$ cat config.mk
export PLATFORM = sky130hd
export DESIGN_NAME = mat_key_scanner
export DESIGN_NICKNAME = d
export VERILOG_FILES = /design/src/rtl/mat_key_scanner.sv
export SDC_FILE = /design/constraint.sdc
export NUM_CORES = 1
export LEC_CHECK = 0
export BUFFER_PORTS_ARGS = -buffer_cell sky130_fd_sc_hd__buf_2
export CORE_MARGIN = 2
export CORE_UTILIZATION = 39
export CTS_BUF_LIST = sky130_fd_sc_hd__clkbuf_16
export DETAILED_ROUTE_END_ITERATION = 12
export PLACE_DENSITY = 0.6
export SYNTH_ARGS = -nofsm -noshare
export SYNTH_HDL_FRONTEND = slang
export SYNTH_SLANG_ARGS = --single-unit
$ cat constraint.sdc
create_clock -name sys_clk -period 4.55 [get_ports sys_clk]
set_input_delay 0.6825 -clock sys_clk [delete_from_list [all_inputs] [get_ports sys_clk]]
set_output_delay 0.6825 -clock sys_clk [all_outputs]
set_load 0.02 [all_outputs]
$ cat src/rtl/mat_key_scanner.sv
// Column-multiplexed key matrix scanner with per-key debounce and a
// first-word-fall-through press/release event queue.
module mat_key_scanner #(
   parameter  int ROWS       = 4,
   parameter  int COLS       = 4,
   parameter  int SCAN_DIV   = 50000,
   parameter  int DB_SCANS   = 4,
   parameter  int FIFO_DEPTH = 8,
   localparam int CODE_W     = $clog2(ROWS * COLS)
) (
   input  logic                   sys_clk,
   input  logic                   sys_rst,
   input  logic [ROWS-1:0]        BTNY,
   output logic [COLS-1:0]        BTNX,
   output logic [ROWS*COLS-1:0]   btn,
   output logic                   evt_valid,
   output logic [CODE_W-1:0]      evt_code,
   output logic                   evt_press,
   input  logic                   evt_ready,
   output logic                   overflow,
   input  logic                   ovf_clr
);

   localparam int KEYS  = ROWS * COLS;
   localparam int DIV_W = $clog2(SCAN_DIV);
   localparam int ROW_W = (ROWS > 1) ? $clog2(ROWS) : 1;
   localparam int COL_W = (COLS > 1) ? $clog2(COLS) : 1;
   localparam int CNT_W = $clog2(DB_SCANS + 1);
   localparam int AW    = $clog2(FIFO_DEPTH);

   typedef enum logic {
      ST_SETTLE = 1'b0,
      ST_PROC   = 1'b1
   } state_e;

   state_e            state_q, state_d;
   logic [DIV_W-1:0]  div_q, div_d;
   logic [ROW_W-1:0]  row_q, row_d;
   logic [COL_W-1:0]  col_q, col_d;
   logic [COLS-1:0]   btnx_q, btnx_d;
   logic [ROWS-1:0]   sync1_q, sync2_q;
   logic [ROWS-1:0]   samp_q, samp_d;
   logic [KEYS-1:0]   btn_q, btn_d;
   logic [CNT_W-1:0]  cnt_q [KEYS];
   logic [CNT_W-1:0]  cnt_d [KEYS];
   logic [AW:0]       wr_ptr_q, wr_ptr_d, rd_ptr_q, rd_ptr_d;
   logic              ovf_q, ovf_d;
   logic [CODE_W:0]   mem_q [FIFO_DEPTH];

   logic              settle_end_s, proc_s, proc_last_s;
   logic [CODE_W-1:0] key_s;
   logic              samp_bit_s;
   logic [CNT_W-1:0]  cnt_inc_s;
   logic              push_s;
   logic [CODE_W:0]   push_data_s;
   logic              empty_s, full_s, pop_s, wr_en_s, drop_s;
   logic [CODE_W:0]   head_s;

   always_ff @(posedge sys_clk) begin
      if (sys_rst) begin
         state_q <= ST_SETTLE;
      end else begin
         state_q <= state_d;
      end
   end

   always_comb begin
      state_d = state_q;
      case (state_q)
         ST_SETTLE: state_d = settle_end_s ? ST_PROC : ST_SETTLE;
         ST_PROC:   state_d = proc_last_s ? ST_SETTLE : ST_PROC;
         default:   state_d = ST_SETTLE;
      endcase
   end

   always_comb begin
      settle_end_s = 1'b0;
      proc_s       = 1'b0;
      proc_last_s  = 1'b0;
      case (state_q)
         ST_SETTLE: settle_end_s = (div_q == DIV_W'(SCAN_DIV - 1));
         ST_PROC: begin
            proc_s      = 1'b1;
            proc_last_s = (row_q == ROW_W'(ROWS - 1));
         end
         default: begin
            settle_end_s = 1'b0;
            proc_s       = 1'b0;
            proc_last_s  = 1'b0;
         end
      endcase
   end

   // Scan counters; the column drive changes only as SETTLE is re-entered.
   always_comb begin
      div_d  = div_q;
      row_d  = '0;
      col_d  = col_q;
      btnx_d = btnx_q;
      samp_d = samp_q;
      if (state_q == ST_SETTLE && !settle_end_s) begin
         div_d = div_q + DIV_W'(1);
      end else if (proc_last_s) begin
         div_d = '0;
      end else begin
         div_d = div_q;
      end
      if (proc_s && !proc_last_s) begin
         row_d = row_q + ROW_W'(1);
      end else begin
         row_d = '0;
      end
      if (proc_last_s) begin
         col_d  = (col_q == COL_W'(COLS - 1)) ? '0 : col_q + COL_W'(1);
         btnx_d = ~(COLS'(1) << col_d);
      end else begin
         col_d  = col_q;
         btnx_d = btnx_q;
      end
      if (settle_end_s) begin
         samp_d = ~sync2_q;
      end else begin
         samp_d = samp_q;
      end
   end

   always_comb begin
      key_s       = CODE_W'(int'(row_q) * COLS + int'(col_q));
      samp_bit_s  = samp_q[row_q];
      cnt_inc_s   = cnt_q[key_s] + CNT_W'(1);
      push_data_s = {samp_bit_s, key_s};
      btn_d       = btn_q;
      cnt_d       = cnt_q;
      push_s      = 1'b0;
      if (proc_s) begin
         if (samp_bit_s == btn_q[key_s]) begin
            cnt_d[key_s] = '0;
         end else if (cnt_inc_s == CNT_W'(DB_SCANS)) begin
            btn_d[key_s] = samp_bit_s;
            cnt_d[key_s] = '0;
            push_s       = 1'b1;
         end else begin
            cnt_d[key_s] = cnt_inc_s;
         end
      end else begin
         push_s = 1'b0;
      end
   end

   // A full queue still accepts a push when the head leaves in the same cycle.
   always_comb begin
      empty_s  = (wr_ptr_q == rd_ptr_q);
      full_s   = (wr_ptr_q[AW] != rd_ptr_q[AW]) && (wr_ptr_q[AW-1:0] == rd_ptr_q[AW-1:0]);
      pop_s    = !empty_s && evt_ready;
      wr_en_s  = push_s && (!full_s || pop_s);
      drop_s   = push_s && full_s && !pop_s;
      wr_ptr_d = wr_en_s ? wr_ptr_q + (AW+1)'(1) : wr_ptr_q;
      rd_ptr_d = pop_s ? rd_ptr_q + (AW+1)'(1) : rd_ptr_q;
      if (drop_s) begin
         ovf_d = 1'b1;
      end else if (ovf_clr) begin
         ovf_d = 1'b0;
      end else begin
         ovf_d = ovf_q;
      end
   end

   always_ff @(posedge sys_clk) begin
      if (sys_rst) begin
         div_q    <= '0;
         row_q    <= '0;
         col_q    <= '0;
         btnx_q   <= ~(COLS'(1));
         sync1_q  <= '0;
         sync2_q  <= '0;
         samp_q   <= '0;
         btn_q    <= '0;
         wr_ptr_q <= '0;
         rd_ptr_q <= '0;
         ovf_q    <= 1'b0;
         for (int i = 0; i < KEYS; i++) begin
            cnt_q[i] <= '0;
         end
      end else begin
         div_q    <= div_d;
         row_q    <= row_d;
         col_q    <= col_d;
         btnx_q   <= btnx_d;
         sync1_q  <= BTNY;
         sync2_q  <= sync1_q;
         samp_q   <= samp_d;
         btn_q    <= btn_d;
         wr_ptr_q <= wr_ptr_d;
         rd_ptr_q <= rd_ptr_d;
         ovf_q    <= ovf_d;
         for (int i = 0; i < KEYS; i++) begin
            cnt_q[i] <= cnt_d[i];
         end
      end
   end

   // Storage needs no reset: the pointers alone define which entries are live.
   always_ff @(posedge sys_clk) begin
      if (wr_en_s) begin
         mem_q[wr_ptr_q[AW-1:0]] <= push_data_s;
      end
   end

   assign head_s    = mem_q[rd_ptr_q[AW-1:0]];
   assign BTNX      = btnx_q;
   assign btn       = btn_q;
   assign evt_valid = !empty_s;
   assign evt_code  = head_s[CODE_W-1:0];
   assign evt_press = head_s[CODE_W];
   assign overflow  = ovf_q;

endmodule
==> results.py, run 1 <==
metrics = {
    "timing": {
        "fin_ws_ns": 0.494,
        "final_max_slew_viol_count": 0,
        "timing.final.hold_violations": 0,
        "max_freq_mhz": 247,
        "tns_ns": 0,
        "setup_violations": 0,
        "rsz0062_at_grt": "false",
        "slew_headroom": 0.354,
        "layout_min_cycle_time_ns": 4.06,
        "min_period_over_period": 0.891,
        "worstMarginPinSlew_ns": 0.956,
        "finClkSkew_ns": 0.0100,
    },
    "synthesis": {
        "yosysTopAreaCell": "dfxtp_1",
        "seq_area_frac_synth": 0.486,
        "netlist_area_sq_mm": 0.00712,
        "synth_top_area_frac": 0.318,
        "synthTopCellsByArea": "dfxtp_1 32%, edfxtp_1 17%, mux4_2 7.9%",
        "ys_ff_latch": 153,
        "synth_top_family_by_area": "simple AND/OR/NAND/NOR gates",
        "synth-edff-count": 40,
        "synthCells": 626,
        "avgSynthCellArea_sq_um": 11.4,
        "syn_nets": 648,
        "post-synth-top-count-cell": "dfxtp_1",
        "synth.area.mux_share": 0.147,
        "synth-warning-count": 0,
        "synth-compound-area-share": 0.108,
        "synthAdderAreaFrac": 0.0246,
        "yosys.area_share.simple": 0.184,
        "synthArstFlopShare": 0,
        "synth-xor-area-share": 0.0111,
        "yosys-top-cells-count": "113 x dfxtp_1, 48 x nand3b_1, 40 x edfxtp_1, 40 x nand3_1, 36 x clkbuf_1",
        "ys.flop_type": "dfxtp_1",
        "synth_cell_types": 55,
    },
    "pwr": {
        "p_per_area_mw_per_mm2": 364,
        "p_comb_frac": 0.012,
        "p_total_uw": 2940,
        "p_seq_frac": 0.476,
        "sw_frac_of_total": 0.191,
        "peakVddDrop_v": 0.000259,
        "pwr-share-clk": 0.512,
        "p_int_uw": 2380,
        "switchingPower_uw": 561,
        "cellLeakagePower_uw": 0.00290,
    },
    "placed_design": {
        "place_inst": 852,
        "hpwl_mm": 10.8,
        "io_buffers": 34,
        "routabilityCongestion": 0.820,
        "place_ws_ns": 0.511,
    },
    "routing": {
        "drc": 0,
        "drt_wl_total_mm": 16.1,
        "via_count": 4982,
        "viasPerCell": 5.64,
        "drt-initial-drc-count": 479,
        "dr.pass1.iters": 5,
        "ant_nets": 0,
        "drt-wirelength-per-cell_um": 18.2,
    },
    "layout": {
        "antenna_cells": 0,
        "drive_gt1_frac": 0.221,
        "final_cell_count_no_fill": 884,
        "area_growth_pct": 13.4,
        "fin_nets": 664,
    },
    "grt": {
        "grt_start_max_net_pins": 91,
        "grt_use_met2": 0.271,
        "antenna_found_initial": 0,
        "grtUsageTotal": 0.170,
        "busiest_layer": "met2",
        "gr-total-overflow": 0,
        "grt_pass1_wl_mm": 26.0,
        "grt_pass1_vias": 4824,
        "grt_util_met3": 0.0387,
        "grt_use_met1": 0.224,
    },
    "clock_network": {
        "cts_hold_buffers": 0,
        "clock-root-buffer": "clkbuf_16",
        "clock_path_buffers": 2,
        "clkSinkCount": 153,
        "ctsResizeCount": 0,
        "clk_pin_slew_worst_paths_ns": 0.06,
        "cts_setup_buffers": 0,
        "clock_latency_ns": 0.43,
        "cts_tree": "yes",
        "htree_levels": 4,
        "cts_made_buffers": 17,
    },
    "floorplan": {
        "initial_core_util": 0.396,
        "die_w_um": 139,
        "core_sq_mm": 0.0180,
        "die_area_sq_mm": 0.0194,
        "fp-row-count": 49,
        "num_io_pins": 35,
        "fp.dieH_um": 139,
    },
    "worst_setup_path": {
        "crit_type": "reg -> reg",
        "startpoint_type": "register",
        "crit_fanout": 25,
        "cp-end-kind": "register",
        "cp.arrival_ns": 4.37,
        "cp.required_ns": 4.87,
    },
    "status": {
        "status": "finished, final reports clean",
    },
    "min_path": {
        "hp-class": "reg -> reg",
    },
    "run": {
        "cap_violations": 0,
    },
}
## cells in the final DEF, fill, tap and decap left out, drive strengths merged, types with 12 or more instances in the layout
cell    synthesis  layout
clkbuf         36      17
dfxtp         113     113
o31ai          35      35
nand3b         48      48
mux2           23      23
edfxtp         40      40
nand2          20      20
mux2i          22      22
o41ai          14      14
nor2           34      34
nand2b         22      22
nand3          41      41
a21oi          14      14
ha             14      14
inv             9      12
mux4           25      25
buf            15      48
## flip-flops by register name (all words and copies together) (netlist names), named ones only
name,count
mem_q,40
wr_ptr_q,4
sync2_q,4
div_q,16
row_q,2
sync1_q,4
state_q,1
samp_q,4
cnt_q,48
BTNX,4
btn,16
col_q,2
overflow,1
rd_ptr_q,4
## per-stage QoR
stage	utilization	area [sq um]	hold slack [ns]
after floorplan	-	7120	0.390
after global placement	0.414	7440	0.396
after detailed placement	0.414	7440	0.398
after CTS	0.450	8080	0.407
after global routing	0.450	8080	0.429
final	0.450	8080	0.406
## area by class of cell
class	count	area [sq um]
inverter	9	33.8
clock inverter	15	210
fill	1633	9890
multi-input combinational	413	3380
clock buffer	17	425
sequential	153	3460
tap	229	287
timing repair buffer	48	278
## worst paths after layout
kind,start,to,slack (ns),cells past startpoint
worst max-delay path,col_q[0],cnt_q[34],0.49,8
worst min-delay path,sync2_q[3],samp_q[3],0.41,1
worst max register to register,col_q[0],cnt_q[34],0.49,8
worst min register to register,sync2_q[3],samp_q[3],0.41,1
## power by group through the flow
stage                     Sequential [uW]  Combinational [uW]  Clock (uW)
after CTS                            1400                36.3        1540
after floorplan                      1430                28.3           0
after global placement               1430                35.9           0
final                                1400                36.1        1500
after detailed placement             1430                36.3           0
after global routing                 1400                40.2        1590
## kinds of logic after synthesis
kind of cell    after synthesis
buf+inv                      60
xor+xnor                      9
simple gates                224
mux                          70
flops                       153
compound gates               96
fa+ha+maj                    14
## worst max-delay path: stages (launching register included)
cell and delay, ns:
dfxtp_1 0.87, mux4_2 0.61, mux4_2 0.52, ha_1 0.28
and3_1 0.21, mux2i_2 0.22, nand3_2 0.48, buf_4 0.43
o31ai_1 0.30
## metal layers
metal,vias to the layer above,part of all wire
met5,-,0
li1,2395,-
met4,0,0.021
met2,134,0.48
met1,2424,0.45
met3,29,0.046
Note: power is estimated with default switching activity, not from simulation.
==> inputs of run 2 (changes only) <==
CTS_BUF_LIST = default   (was sky130_fd_sc_hd__clkbuf_16)
==> run 2 against run 1 <==
  * Register-to-register slack about the same
  * First-iteration DRC count decreased by 0.84%
  * Routed wire length about the same
  * Combinational power about the same
  * Maximum frequency increased by 0.12%
  * Clock skew about the same
  * Largest power group unchanged
  * Highest routed layer unchanged
==> results.py, run 2 (synthesis gave the netlist of run 1 again) <==
metrics = {
    "min_path": {
        "hold_depth": 1,
        "hp-class": "reg -> reg",
    },
    "floorplan": {
        "fp.dieH_um": 139,
        "die_w_um": 139,
        "core_sq_mm": 0.0180,
        "die_area_sq_mm": 0.0194,
        "num_io_pins": 35,
        "initial_core_util": 0.396,
        "fp-row-count": 49,
    },
    "routing": {
        "viasPerCell": 5.65,
        "ant_nets": 0,
        "dr.pass1.iters": 5,
        "drc": 0,
        "drt-initial-drc-count": 475,
        "drt_wl_total_mm": 16.1,
        "via_count": 4992,
        "drt-wirelength-per-cell_um": 18.2,
    },
    "timing": {
        "setup_violations": 0,
        "tns_ns": 0,
        "max_freq_mhz": 247,
        "layout_min_cycle_time_ns": 4.05,
        "worstMarginPinSlew_ns": 0.958,
        "timing.final.hold_violations": 0,
        "slew_headroom": 0.353,
        "rsz0062_at_grt": "false",
        "fin_ws_ns": 0.499,
        "final_max_slew_viol_count": 0,
        "min_period_over_period": 0.890,
        "finClkSkew_ns": 0.00963,
    },
    "worst_setup_path": {
        "reg2reg_depth": 8,
        "startpoint_type": "register",
        "cp-end-kind": "register",
        "critical-path-top-delay-family": "multiplexers",
        "crit_slowest_cell": "dfxtp_1",
        "crit_path_max_incr_delay_ns": 0.87,
        "crit_buf_inv": 1,
        "crit_fanout": 25,
        "cp.arrival_ns": 4.37,
        "crit_type": "reg -> reg",
        "cp.required_ns": 4.87,
        "crit_path_frequent_cell": "mux4_2",
        "crit_chain": "mux4_2 > mux4_2 > ha_1 > and3_1 > mux2i_2 > nand3_2 > buf_4 > o31ai_1",
        "cp.depth": 8,
    },
    "clock_network": {
        "cts_setup_buffers": 0,
        "clock-root-buffer": "clkbuf_16",
        "ctsResizeCount": 0,
        "clkSinkCount": 153,
        "cts_tree": "yes",
        "clock_latency_ns": 0.43,
        "clock_path_buffers": 2,
        "cts_made_buffers": 17,
        "htree_levels": 4,
        "clk_pin_slew_worst_paths_ns": 0.06,
        "cts_hold_buffers": 0,
    },
    "layout": {
        "fin_nets": 664,
        "largest_reg_flops": 48,
        "final_common_cell": "dfxtp_1",
        "nFillCells": 1633,
        "regMostFlops": "cnt_q",
        "drive_gt1_frac": 0.221,
        "area_growth_pct": 13.4,
        "mostFrequentLayoutCells": "113 x dfxtp_1, 48 x nand3b_1, 40 x nand3_1, 40 x edfxtp_1, 34 x nor2_1",
        "antenna_cells": 0,
    },
    "pwr": {
        "p_per_area_mw_per_mm2": 364,
        "cellLeakagePower_uw": 0.00289,
        "pwr-share-clk": 0.513,
        "switchingPower_uw": 561,
        "p_comb_frac": 0.012,
        "p_total_uw": 2940,
        "peakVddDrop_v": 0.000260,
        "p_seq_frac": 0.475,
        "sw_frac_of_total": 0.191,
        "p_int_uw": 2380,
    },
    "placed_design": {
        "routabilityCongestion": 0.820,
        "hpwl_mm": 10.8,
        "place_ws_ns": 0.511,
        "io_buffers": 34,
    },
    "grt": {
        "grt_pass1_vias": 4824,
        "grtUsageTotal": 0.170,
        "antenna_found_initial": 0,
        "gr-total-overflow": 0,
        "grt_start_max_net_pins": 91,
        "grt_pass1_wl_mm": 26.0,
    },
    "status": {
        "status": "finished, final reports clean",
    },
    "run": {
        "cap_violations": 0,
    },
}
[run 2: power groups by stage]
stage	Clock [uW]	Combinational [uW]	Sequential, uW
2_1_floorplan	0	28.3	1430
3_3_place_gp	0	35.9	1430
3_5_place_dp	0	36.3	1430
4_1_cts	1540	36.3	1400
5_1_grt	1600	40.2	1400
6_report	1510	36.2	1400
[run 2: final timing paths]
kind	from	to	slack, ns
worst max-delay path	col_q[0]	cnt_q[31]	0.50
worst min-delay path	sync2_q[3]	samp_q[3]	0.41
worst max register to register	col_q[0]	cnt_q[31]	0.50
worst min register to register	sync2_q[3]	samp_q[3]	0.41
[run 2: per-stage QoR]
step	cells	hold slack (ns)	cell area [sq um]	util
5_1_grt	884	0.429	8080	0.450
3_3_place_gp	852	0.396	7440	0.414
2_1_floorplan	626	0.390	7120	-
4_1_cts	884	0.407	8080	0.450
3_5_place_dp	852	0.398	7440	0.414
6_report	884	0.406	8080	0.450
[run 2: layout make-up]
type / count / area [sq um] / area share
multi-input combinational: 413 / 3380 / 0.418
sequential: 153 / 3460 / 0.429
clock buffer: 20 / 437 / 0.0541
clock inverter: 12 / 199 / 0.0246
tap: 229 / 287 / 0.0355
inverter: 9 / 33.8 / 0.00418
timing repair buffer: 48 / 278 / 0.0344
[run 2: routing by layer]
metal	up-vias	track usage	share of wire	wire length (um)
li1	2395	-	-	-
met1	2421	0.224	0.45	7290
met2	147	0.271	0.48	7680
met3	29	0.0387	0.048	767
met4	0	0.0670	0.021	342
met5	-	0	0	0
